$ cat config.mk
export PLATFORM = sky130hd
export DESIGN_NAME = bool2a_inverse_scan
export DESIGN_NICKNAME = d
export VERILOG_FILES = /design/src/rtl/bool2a_inverse_scan.sv
export SDC_FILE = /design/constraint.sdc
export NUM_CORES = 1
export LEC_CHECK = 0
export CORE_MARGIN = 2
export CORE_UTILIZATION = 35
export CTS_CLUSTER_DIAMETER = 40
export CTS_CLUSTER_SIZE = 25
export DETAILED_ROUTE_END_ITERATION = 7
export PLACE_DENSITY = 0.63
export SKIP_LAST_GASP = 1
export SLEW_MARGIN = 20
export SYNTH_ARGS = -nofsm -noshare
export SYNTH_HDL_FRONTEND = slang
export SYNTH_SLANG_ARGS = --single-unit
$ cat constraint.sdc
create_clock -name clk -period 1.7 [get_ports clk]
set_input_delay 0.51 -clock clk [delete_from_list [all_inputs] [get_ports clk]]
set_output_delay 0.51 -clock clk [all_outputs]
set_load 0.1 [all_outputs]
$ cat src/rtl/bool2a_inverse_scan.sv
// Inverse solver for e = (~a|~b)&~c: walks all 8 {a,b,c} triples and streams every match.
// Optional abort input is enabled by defining BOOL2A_SCAN_ABORT_EN.
module bool2a_inverse_scan #(
   parameter int DWELL = 0,
   parameter int CNT_W = 4
) (
   input  logic             clk,
   input  logic             rst_n,
   input  logic             start,
   input  logic             target,
   input  logic             out_ready,
`ifdef BOOL2A_SCAN_ABORT_EN
   input  logic             abort,
`endif
   output logic             out_valid,
   output logic [2:0]       out_abc,
   output logic             busy,
   output logic             done,
   output logic [CNT_W-1:0] match_cnt
);

   typedef enum logic [1:0] {IDLE, EVAL, EMIT, DONE} state_t;

   state_t           state, state_nxt;
   logic [2:0]       idx;
   logic [7:0]       dwell_cnt;
   logic             target_q;
   logic [2:0]       abc_q;
   logic [CNT_W-1:0] match_cnt_q;
   logic             dwell_done;
   logic             cand_hit;
   logic             abort_hit;

   assign dwell_done = (dwell_cnt == 8'(DWELL));
   assign cand_hit   = (((~idx[2] | ~idx[1]) & ~idx[0]) == target_q);

`ifdef BOOL2A_SCAN_ABORT_EN
   assign abort_hit = abort && ((state == EVAL) || (state == EMIT));
`else
   assign abort_hit = 1'b0;
`endif

   always_ff @(posedge clk or negedge rst_n) begin
      if (!rst_n) state <= IDLE;
      else        state <= state_nxt;
   end

   // NOTE: every combinational output gets a default first so no path can infer a latch.
   always_comb begin
      state_nxt = state;
      unique case (state)
         IDLE: if (start) state_nxt = EVAL;
         EVAL: begin
            if (abort_hit)
               state_nxt = DONE;
            else if (dwell_done) begin
               if (cand_hit)          state_nxt = EMIT;
               else if (idx == 3'd7)  state_nxt = DONE;
            end
         end
         EMIT: begin
            if (abort_hit)
               state_nxt = DONE;
            else if (out_ready)
               state_nxt = (idx == 3'd7) ? DONE : EVAL;
         end
         DONE:    state_nxt = IDLE;
         default: state_nxt = IDLE;
      endcase
   end

   // NOTE: sequential state uses non-blocking assignments so all registers update from pre-edge values.
   always_ff @(posedge clk or negedge rst_n) begin
      if (!rst_n) begin
         idx         <= '0;
         dwell_cnt   <= '0;
         target_q    <= 1'b0;
         abc_q       <= '0;
         match_cnt_q <= '0;
      end else begin
         unique case (state)
            IDLE: begin
               if (start) begin
                  target_q    <= target;
                  idx         <= '0;
                  dwell_cnt   <= '0;
                  match_cnt_q <= '0;
               end
            end
            EVAL: begin
               if (!abort_hit) begin
                  if (!dwell_done)
                     dwell_cnt <= dwell_cnt + 8'd1;
                  else begin
                     dwell_cnt <= '0;
                     if (cand_hit)
                        abc_q <= idx;
                     else if (idx != 3'd7)
                        idx <= idx + 3'd1;
                  end
               end
            end
            EMIT: begin
               // An aborted emit is dropped without counting, even if the handshake coincides.
               if (!abort_hit && out_ready) begin
                  match_cnt_q <= match_cnt_q + CNT_W'(1);
                  if (idx != 3'd7) idx <= idx + 3'd1;
               end
            end
            default: ;
         endcase
      end
   end

   always_comb begin
      out_valid = (state == EMIT);
      busy      = (state != IDLE);
      done      = (state == DONE);
   end

   assign out_abc   = abc_q;
   assign match_cnt = match_cnt_q;

endmodule

==> impl_metrics.ini <==
[run_status]
status = complete, but fails checks
violations = negative setup slack

[sta]
tns_ns = -0.3641
skew_ns = 0.004905
fmax_mhz = 554.4
fin_ws_ns = -0.1037
relSlewSlack_pct = 70.80
hold_violations = 0
hold_slack_ns = 0.5278
min_period_ns = 1.804
period_share_pct = 106.1
slew_viol_final = 0
tightest_slew_ns = 0.4349
rsz0062_at_grt = true
setup_violations = 9

[global_route]
grtUsageTotal_pct = 15.22
antenna_found_initial = 0
met2_usage_pct = 27.73
grt_pass1_vias = 1087
grt-ovfl-total = 0
busiest_layer = met2
grt_pass1_wl_um = 4947
use_met3_pct = 4.401
grt_max_degree = 22
grt_use_met1_pct = 18.15

[flow_run]
max-cap-violations = 0

[clock_network]
clk_latency_ns = 0.31
cts_tree = built
cts_made_buffers = 3
clk_pin_slew_ns = 0.12
ctsHtreeMaxLevel = 1
numClockSinks = 21
cts.path.max_buffers = 2
cts_root_buffer = clkbuf_4
cts_hold_buf = 0

[synthesis]
synthMuxAreaShare_pct = 7.692
yosysSeqAreaShare_pct = 41.96
synth.ff_latch_count = 21
synthAdderAreaFrac_pct = 9.990
synth-xor-area-share_pct = 3.497
synth-compound-area-share_pct = 13.19
ys_async_sr_fraction_pct = 100.0
synth_cell_type_count = 35
syn-cell-area_sq_um = 1252
syn-mean-instance-area_sq_um = 9.862
synth-simple-area-share_pct = 19.78
synthFlopType = dfrtp_1
synth_edf_count = 0
netlist_instances = 127
ys_warn_count = 0
synthesis.nets = 142
synth_top_family_by_area = simple AND/OR/NAND/NOR gates

[power]
power_density_nw_per_um2 = 1883
p_leak_nw = 0.8749
swShare_pct = 47.07
max-vdd-ir-drop_v = 0.0009997
pwr-share-clk_pct = 6.8
p_comb_share_pct = 73.2
power_frac_seq_pct = 19.9
switchingPower_w = 0.001735
p_int_w = 0.001950

[die]
rows = 21
io_pins = 15
start_util_pct = 36.95
dieHeight_um = 63.82
coreArea_sq_um = 3390
dieArea_sq_um = 4073
die_x_um = 63.82

[finish]
area_delta_synth_final_pct = 56.24
final_common_cell = buf_4
antennaDiodeCount = 0
layout-drive-gt1-share_pct = 44.07
final_cell_mix = 30 x buf_4, 21 x dfrtp_1, 13 x nand2_1
layout.cells.non_filler = 223
nNetsFinal = 193
final_util_pct = 57.73

[worst_setup_path]
crit_fanout = 4
cp-end-kind = primary output
arrival_ns = 1.29
cp-start-kind = flip-flop
crit_required_ns = 1.19
crit_type = flip-flop to primary output

[placed_design]
numPortBuffers = 14
hpwlAfterDp_um = 2083
post-place-ws_ns = -0.2837
placed_cells = 208
gp_congestion = 0.8022

[worst_hold_path]
hold_class = input port to asynchronous set/reset pin

[routing]
finalWirelength_um = 2929
drc = 0
vias = 1109
routed_via_density = 4.973
post_drt_wl_per_cell_um = 13.13
firstDrtPassIters = 4
dr.first_iter.drc_count = 22
detail-route-antenna-nets = 0
power by group through the flow:
stage / Combinational [W] / Clock, W / Sequential (W)
final: 0.00270 / 0.000251 / 0.000735
after global routing: 0.00288 / 0.000286 / 0.000753
after CTS: 0.00246 / 0.000264 / 0.000732
after detailed placement: 0.00231 / 0 / 0.000740
after global placement: 0.00226 / 0 / 0.000732
after floorplan: 0.00120 / 0 / 0.00102
registers in the layout, indices dropped and copies added, names as in the netlist:
name       cells
idx            3
dwell_cnt      8
target_q       1
out_abc        3
match_cnt      4
state          2
critical path: stages, from the launching register on:
cell and delay (ns):
dfrtp_1 0.44, inv_2 0.11, ha_4 0.15, clkinvlp_4 0.11, buf_12 0.18
cells in the mapped netlist, types with 2 or more instances:
cell | count | area, sq um
nand3_1 | 3 | 15.01
a31o_2 | 2 | 17.52
nor2_1 | 10 | 37.54
nor3_1 | 6 | 30.03
xnor2_1 | 4 | 35.03
nand4_1 | 2 | 12.51
ha_1 | 10 | 125.1
mux2i_1 | 4 | 40.04
inv_1 | 12 | 45.04
mux2_2 | 5 | 56.30
nor2b_1 | 2 | 12.51
or3_1 | 2 | 12.51
nand2_1 | 13 | 48.80
dfrtp_1 | 21 | 525.5
o21ai_0 | 7 | 35.03
a21oi_1 | 5 | 25.02
worst paths after layout:
check | from | to | slack (ns) | depth (start not counted)
max | state[0] | busy | -0.10 | 4
min reg2reg | dwell_cnt[5] | dwell_cnt[5] | 0.59 | 2
max in group asynchronous | rst_n | idx[0] | 0.94 | 2
min in group clk | dwell_cnt[5] | dwell_cnt[5] | 0.59 | 2
min | rst_n | dwell_cnt[1] | 0.53 | 2
max reg2reg | state[0] | dwell_cnt[6] | -0.07 | 8
through the flow:
stage	total power, W	instance area [sq um]
2_1_floorplan	0.002214	1285
3_3_place_gp	0.002995	1743
6_report	0.003685	1957
4_1_cts	0.003455	1843
3_5_place_dp	0.003051	1743
5_1_grt	0.003917	1957
layout make-up:
type                    instances  area (sq um)
flip-flops and latches         21         525.5
fillers                       300          1433
clock buffers                   4         26.28
repair buffers                 47         499.2
multi-input cells              93         799.5
inverters                      12         48.80
well taps                      46         57.56
logic make-up (layout without fill, tap and decap cells):
logic type      after synthesis  in the layout
compound gates               23             23
flops                        21             21
fa+ha+maj                    10             10
simple gates                 46             46
xor+xnor                      5              5
buf+inv                      13             63
mux                           9              9
layer usage:
metal	wire, um	share of wire (%)	vias up
li1	-	-	546
met1	1264	43	545
met2	1536	52	16
met3	117	4.0	2
met4	11	0.38	0
met5	0	0	-
timing repair:
item | in CTS | in global routing
buffers inserted | 5 | 6
resized for setup | 6 | 16
pin swaps | 1 | 10
cloned | 0 | 0
setup endpoints to repair | 4 | 21
endpoints found under the hold margin | 0 | 0
Note: power is estimated with default switching activity, not from simulation.
